`config.mk`:
```
export PLATFORM = sky130hd
export DESIGN_NAME = updown_counter_param
export DESIGN_NICKNAME = d
export VERILOG_FILES = /design/src/rtl/cnt_pkg.sv /design/src/rtl/cnt_prescaler.sv /design/src/rtl/updown_counter_param.sv
export SDC_FILE = /design/constraint.sdc
export NUM_CORES = 1
export LEC_CHECK = 0
export ABC_AREA = 1
export CAP_MARGIN = 20
export CORE_UTILIZATION = 30
export CTS_CLUSTER_DIAMETER = 50
export CTS_CLUSTER_SIZE = 12
export DETAILED_ROUTE_END_ITERATION = 7
export SLEW_MARGIN = 20
export SYNTH_ARGS = -nofsm -noshare
export SYNTH_HDL_FRONTEND = slang
export SYNTH_SLANG_ARGS = --single-unit
```
`constraint.sdc`:
```
create_clock -name clk -period 3.3 [get_ports clk]
set_input_delay 0.66 -clock clk [delete_from_list [all_inputs] [get_ports clk]]
set_output_delay 0.66 -clock clk [all_outputs]
set_load 0.005 [all_outputs]
```
`src/rtl/cnt_pkg.sv`:
```
// Shared constants and helpers for the counter family.
// Direction/mode encodings and the load clamp used by every counter block.
package cnt_pkg;

    localparam logic DIR_UP    = 1'b1;
    localparam logic DIR_DN    = 1'b0;
    localparam logic MODE_WRAP = 1'b0;
    localparam logic MODE_SAT  = 1'b1;

    // Out-of-range load values pin to the top of the count range.
    function automatic logic [31:0] clamp_ld(input logic [31:0] d, input logic [31:0] modulus);
        return (d > modulus - 32'd1) ? modulus - 32'd1 : d;
    endfunction

endpackage

```
`src/rtl/cnt_prescaler.sv`:
```
// Free-running step prescaler: tick is high on the last of every PRESCALE enabled cycles.
// en=0 freezes the phase; clr restarts it from zero.
module cnt_prescaler #(
    parameter int PRESCALE = 4
) (
    input  logic clk,
    input  logic rst,
    input  logic en,
    input  logic clr,
    output logic tick
);

    localparam int PW = (PRESCALE > 1) ? $clog2(PRESCALE) : 1;

    logic [PW-1:0] cnt;

    assign tick = (cnt == PW'(PRESCALE - 1));

    always_ff @(posedge clk or negedge rst) begin
        if (!rst)
            cnt <= '0;
        else if (clr)
            cnt <= '0;
        else if (en)
            cnt <= tick ? '0 : cnt + PW'(1);
    end

endmodule

```
`src/rtl/updown_counter_param.sv`:
```
// Parametrised up/down counter with modulus, wrap/saturate mode and terminal-count pulse.
// Define UDCNT_PRESCALE_EN to step once per PRESCALE enabled clk cycles.
module updown_counter_param
    import cnt_pkg::*;
#(
    parameter int WIDTH    = 4,
    parameter int MODULUS  = 16,
    parameter int PRESCALE = 4
) (
    input  logic             clk,
    input  logic             rst,
    input  logic             ld,
    input  logic [WIDTH-1:0] d,
    input  logic             en,
    input  logic             up_dn,
    input  logic             sat,
    output logic [WIDTH-1:0] q,
    output logic             zero,
    output logic             tc
);

    generate
        if (WIDTH < 2 || MODULUS < 2 || MODULUS > (1 << WIDTH) || PRESCALE < 1) begin : g_bad_cfg
            $error("updown_counter_param: illegal WIDTH/MODULUS/PRESCALE");
        end
    endgenerate

    // One spare bit so MODULUS == 2**WIDTH still fits the limit constant.
    localparam logic [WIDTH:0] MAXV = (WIDTH + 1)'(MODULUS - 1);

    logic             tick;
    logic             step;
    logic             at_limit;
    logic [WIDTH:0]   q_ext;
    logic [WIDTH-1:0] q_nxt;
    logic             tc_nxt;

`ifdef UDCNT_PRESCALE_EN
    cnt_prescaler #(.PRESCALE(PRESCALE)) u_prescaler (
        .clk  (clk),
        .rst  (rst),
        .en   (en),
        .clr  (ld),
        .tick (tick)
    );
`else
    assign tick = 1'b1;
`endif

    assign q_ext    = {1'b0, q};
    assign step     = en & tick;
    assign at_limit = (up_dn == DIR_UP) ? (q_ext == MAXV) : (q_ext == '0);
    assign zero     = (q == '0);

    always_comb begin
        q_nxt  = q;
        tc_nxt = 1'b0;
        if (ld) begin
            q_nxt = WIDTH'(clamp_ld(32'(d), 32'(MODULUS)));
        end else if (step) begin
            tc_nxt = at_limit;
            if (up_dn == DIR_UP) begin
                if (!at_limit)
                    q_nxt = WIDTH'(q_ext + (WIDTH + 1)'(1));
                else if (sat == MODE_WRAP)
                    q_nxt = '0;
            end else begin
                if (!at_limit)
                    q_nxt = WIDTH'(q_ext - (WIDTH + 1)'(1));
                else if (sat == MODE_WRAP)
                    q_nxt = WIDTH'(MAXV);
            end
        end
    end

    always_ff @(posedge clk or negedge rst) begin
        if (!rst) begin
            q  <= '0;
            tc <= 1'b0;
        end else begin
            q  <= q_nxt;
            tc <= tc_nxt;
        end
    end

endmodule

```
==> results of run 1 <==
## final timing paths
path / depth (start not counted) / startpoint / slack [ps] / to
setup / recovery: 5 / q[0] / 940 / zero
hold / removal: 2 / q[0] / 580 / q[0]
setup reg to reg: 9 / q[1] / 1850 / q[2]
hold reg to reg: 2 / q[0] / 580 / q[0]
max in group asynchronous: 1 / rst / 2460 / tc
min in group asynchronous: 1 / rst / 650 / q[3]
## registers in the layout (all words and copies together) (netlist names)
| name | count |
|---|---|
| q | 4 |
| tc | 1 |
## area by class of cell
type	instances	area [um^2]
fillers	161	838
multi-input cells	60	309
repair buffers	15	150
flip-flops and latches	5	125
inverters	10	37.5
clock buffers	4	26.3
well taps	16	20.0
## cells by family (layout without fill, tap and decap cells)
logic type | after synthesis | in the layout | share of synthesized area
adder cells (fa/ha/maj) | 2 | 2 | 0.0518
XOR/XNOR | 1 | 1 | 0.0181
flip-flops | 5 | 5 | 0.259
AND/OR/NAND/NOR | 51 | 51 | 0.508
AO/OA/AOI/OAI | 6 | 6 | 0.0622
buffers and inverters | 11 | 29 | 0.101
## worst max-delay path, delay by kind of cell (launching register included)
family | cells | cell delay [ps]
AND/OR/NAND/NOR | 1 | 110
flip-flops | 1 | 420
adder cells (fa/ha/maj) | 1 | 230
buffers and inverters | 3 | 710
## power by group
group          switching [W]  internal (W)  total [W]
combinational      0.0000524     0.0000536   0.000106
sequential         0.0000156     0.0000699  0.0000854
clock              0.0000230     0.0000456  0.0000686
total              0.0000910      0.000169   0.000260
## per-layer routing
| metal | vias to the layer above | global-route usage | wire (um) | part of all wire |
|---|---|---|---|---|
| met2 | 11 | 0.209 | 541 | 0.50 |
| met4 | 0 | 0 | 0 | 0 |
| met3 | 0 | 0.0517 | 37 | 0.034 |
| met1 | 220 | 0.159 | 506 | 0.47 |
| met5 | - | 0 | 0 | 0 |
| li1 | 274 | - | - | - |
## cells in the mapped netlist (2+ instances only)
| library cell | n |
|---|---|
| nand2_2 | 4 |
| a21oi_1 | 3 |
| dfrtp_1 | 5 |
| or2_2 | 2 |
| inv_2 | 3 |
| nand3_1 | 7 |
| nand2_1 | 25 |
| o21ai_0 | 2 |
| ha_1 | 2 |
| nor2_1 | 7 |
| inv_1 | 7 |
| nor2_2 | 2 |
## per-stage QoR
stage | utilization | power (W) | hold WS (ps)
6_report | 0.444 | 0.000260 | 577
5_1_grt | 0.444 | 0.000285 | 617
4_1_cts | 0.444 | 0.000264 | 584
3_5_place_dp | 0.426 | 0.000193 | 575
3_3_place_gp | 0.426 | 0.000192 | 557
2_1_floorplan | - | 0.000151 | 364
==> results.sh, run 1 <==
export IMPL_ys_seq_elements=5
export IMPL_post_cts_buffers=0
export IMPL_h_tree_depth=1
export IMPL_cts_root_buf="clkbuf_4"
export IMPL_outcome="completed"
export IMPL_critPathRequiredTime_ps=2640
export IMPL_slew_viol_final=0
export IMPL_worstPathArrival_ps=1700
export IMPL_path_cells="inv_1 > ha_1 > nand3_1 > inv_1 > clkdlybuf4s50_1"
export IMPL_rsz0062_at_grt="no"
export IMPL_chipWidth_um=42.1
export IMPL_cts_tree="yes"
export IMPL_insertion_delay_ps=230
export IMPL_cts_sinks=5
export IMPL_drive_above_1_share=0.181
export IMPL_clk_pin_slew_ps=40
export IMPL_dp_cells=106
export IMPL_num_rows=14
export IMPL_syn_area_per_cell_um2=6.35
export IMPL_core_area_mm2=0.00151
export IMPL_routed_via_density=4.59
export IMPL_synth_warnings=0
export IMPL_synth_edf_count=0
export IMPL_die_height_um=42.1
export IMPL_endpoint_kind="primary output"
export IMPL_fin_area_um2=668
export IMPL_io_pins=16
export IMPL_ys_types=19
export IMPL_grt_pass1_vias=416
export IMPL_dieArea_mm2=0.00177
export IMPL_final_hold_viol_count=0
export IMPL_antenna_found_initial=0
export IMPL_min_period_ps=2360
export IMPL_grt_max_degree=10
export IMPL_max_slew_margin=0.778
export IMPL_preCtsSetupSlack_ps=1180
export IMPL_gp_congestion=0.770
export IMPL_syn2layout_area_growth_pct=38.3
export IMPL_yosysTopAreaCell="dfrtp_1"
export IMPL_max_clock_freq_ghz=0.423
export IMPL_fin_nets=107
export IMPL_place_area_um2=642
export IMPL_grt_first_pass_wirelength_mm=1.70
export IMPL_stdcell_count=110
export IMPL_synth_area_um2=483
export IMPL_postRouteAntennaNets=0
export IMPL_wl_per_cell_um=9.86
export IMPL_dr_first_iter_drc_count=4
export IMPL_start_kind="flip-flop"
export IMPL_drc=0
export IMPL_clockBufferDepth=2
export IMPL_io_buffer_count=15
export IMPL_cts_hold_buffers_added=0
export IMPL_dp_hpwl_um=875
export IMPL_yosys_area_top_type_share=0.259
export IMPL_layout_setup_ws_ps=938
export IMPL_finalSetupViolCount=0
export IMPL_cts_buffers=3
export IMPL_slowest_stage="clkdlybuf4s50_1"
export IMPL_synthArstFlopShare=1.00
export IMPL_cap_violations=0
export IMPL_worstSetupPathType="flip-flop to primary output"
export IMPL_fin_setup_tns_ps=0
export IMPL_grt_usage=0.124
export IMPL_vias=505
export IMPL_final_common_cell="nand2_1"
export IMPL_cts_resized=0
export IMPL_tightest_slew_ps=333
export IMPL_start_util=0.321
export IMPL_layout_common_cells="25 x nand2_1, 15 x clkdlybuf4s50_1, 7 x inv_1, 7 x nand3_1, 7 x nor2_1"
export IMPL_synth_ff_type="dfrtp_1"
export IMPL_grt_overflow=0
export IMPL_hp_class="flip-flop to flip-flop"
export IMPL_synth_nets=88
export IMPL_peakVddDrop_v=0.000190
export IMPL_cp_slowest_stage_delay_ps=500
export IMPL_synthCells=76
export IMPL_path_max_fanout=5
export IMPL_finalCritPeriodShare=0.716
export IMPL_synth_area_leaders="dfrtp_1 26%, nand2_1 19%, nand3_1 7.3%"
export IMPL_power_density_mw_per_mm2=389
export IMPL_diodes=0
export IMPL_cpMostUsedCell="inv_1"
export IMPL_p_leak_nw=0.355
export IMPL_skew_ps=1.13
export IMPL_yosysSeqAreaShare=0.259
export IMPL_drtPass1Iterations=2
export IMPL_wl_mm=1.09
(Power assumes the default switching activity.)
==> run 2: changes to the inputs <==
==> constraint.sdc (replaced) <==
create_clock -name clk -period 2.3 [get_ports clk]
set_input_delay 0.46 -clock clk [delete_from_list [all_inputs] [get_ports clk]]
set_output_delay 0.46 -clock clk [all_outputs]
set_load 0.005 [all_outputs]
==> results.sh, run 2 (synthesis results as in run 1) <==
export IMPL_outcome="completed"
export IMPL_cts_root_buf="clkbuf_4"
export IMPL_p_leak_nw=0.353
export IMPL_drc=0
export IMPL_finalSetupViolCount=0
export IMPL_grt_max_degree=10
export IMPL_tightest_slew_ps=339
export IMPL_layout_common_cells="25 x nand2_1, 15 x clkdlybuf4s50_1, 7 x inv_1, 7 x nand3_1, 7 x nor2_1"
export IMPL_drtPass1Iterations=2
export IMPL_endpoint_kind="primary output"
export IMPL_diodes=0
export IMPL_grt_usage=0.124
export IMPL_grt_pass1_vias=416
export IMPL_max_clock_freq_ghz=0.465
export IMPL_cts_buffers=3
export IMPL_final_hold_viol_count=0
export IMPL_skew_ps=1.32
export IMPL_core_area_mm2=0.00151
export IMPL_vias=509
export IMPL_fin_nets=107
export IMPL_clockBufferDepth=2
export IMPL_min_period_ps=2150
export IMPL_finalCritPeriodShare=0.935
export IMPL_die_height_um=42.1
export IMPL_clk_pin_slew_ps=40
export IMPL_top_register="q"
export IMPL_multi_input_area_um2=312
export IMPL_grt_overflow=0
export IMPL_slew_viol_final=0
export IMPL_hp_class="input pin to async pin"
export IMPL_worstSetupPathType="flip-flop to primary output"
export IMPL_wl_mm=1.10
export IMPL_wl_per_cell_um=9.98
export IMPL_max_slew_margin=0.774
export IMPL_drive_above_1_share=0.191
export IMPL_antenna_found_initial=0
export IMPL_syn2layout_area_growth_pct=38.9
export IMPL_peakVddDrop_v=0.000272
export IMPL_regArea_um2=125
export IMPL_timing_hold_ws_ps=448
export IMPL_worstPathArrival_ps=1690
export IMPL_power_density_mw_per_mm2=559
export IMPL_io_buffer_count=15
export IMPL_dieArea_mm2=0.00177
export IMPL_final_common_cell="nand2_1"
export IMPL_cts_sinks=5
export IMPL_cts_tree="yes"
export IMPL_post_cts_buffers=0
export IMPL_start_util=0.321
export IMPL_dp_hpwl_um=875
export IMPL_fillers=161
export IMPL_fin_setup_tns_ps=0
export IMPL_rsz0062_at_grt="no"
export IMPL_largest_reg_flops=4
export IMPL_start_kind="flip-flop"
export IMPL_num_rows=14
export IMPL_chipWidth_um=42.1
export IMPL_path_max_fanout=5
export IMPL_critPathRequiredTime_ps=1840
export IMPL_postRouteAntennaNets=0
export IMPL_h_tree_depth=1
export IMPL_dr_first_iter_drc_count=6
export IMPL_io_pins=16
export IMPL_insertion_delay_ps=230
export IMPL_grt_first_pass_wirelength_mm=1.70
export IMPL_cts_resized=0
export IMPL_gp_congestion=0.770
export IMPL_reg_top3="q x4, tc x1"
export IMPL_cap_violations=0
export IMPL_routed_via_density=4.63
export IMPL_cts_hold_buffers_added=0
[run 2: cell counts in the layout (fill, tap and decap cells not counted)]
No cell type changed its count.
[run 2: cell type report]
class                   instances  share of cell area
well taps                      16              0.0299
clock buffers                   4              0.0392
repair buffers                 15               0.224
flip-flops and latches          5               0.187
inverters                      10              0.0560
multi-input cells              60               0.465
[run 2: through the flow]
stage / setup slack (ps) / instance area, um^2 / instances / power [W] / util
5_1_grt: 24.8 / 671 / 110 / 0.000410 / 0.445
4_1_cts: 123 / 668 / 110 / 0.000379 / 0.444
3_3_place_gp: 421 / 642 / 106 / 0.000275 / 0.426
2_1_floorplan: 933 / 483 / 76 / 0.000217 / -
6_report: 149 / 671 / 110 / 0.000375 / 0.445
3_5_place_dp: 383 / 642 / 106 / 0.000277 / 0.426
[run 2: worst paths after layout]
kind / end / slack, ps / from / cells past startpoint
worst min-delay path: q[0] / 450 / rst / 1
worst max-delay path: zero / 150 / q[0] / 5
worst max register to register: q[2] / 860 / q[1] / 9
worst min register to register: q[0] / 580 / q[0] / 2
min in group clk: q[0] / 580 / q[0] / 2
max in group asynchronous: tc / 1660 / rst / 1
[run 2: worst max-delay path: stages, from the launching register on]
cell             delay (ps)
dfrtp_1                 420
inv_1                   130
ha_2                    220
nand3_1                 100
inv_1                    80
clkdlybuf4s50_1         500
[run 2: report_power, final]
group          leakage [nW]  internal (W)  switching [W]
sequential           0.0611      0.000100      0.0000227
combinational         0.277     0.0000781      0.0000754
clock                0.0150     0.0000654      0.0000332
[run 2: per-layer routing]
| layer | GRT usage | part of all wire | vias up |
|---|---|---|---|
| met1 | 0.159 | 0.47 | 224 |
| met5 | 0 | 0 | - |
| li1 | - | - | 274 |
| met4 | 0 | 0 | 0 |
| met3 | 0.0517 | 0.034 | 0 |
| met2 | 0.209 | 0.50 | 11 |
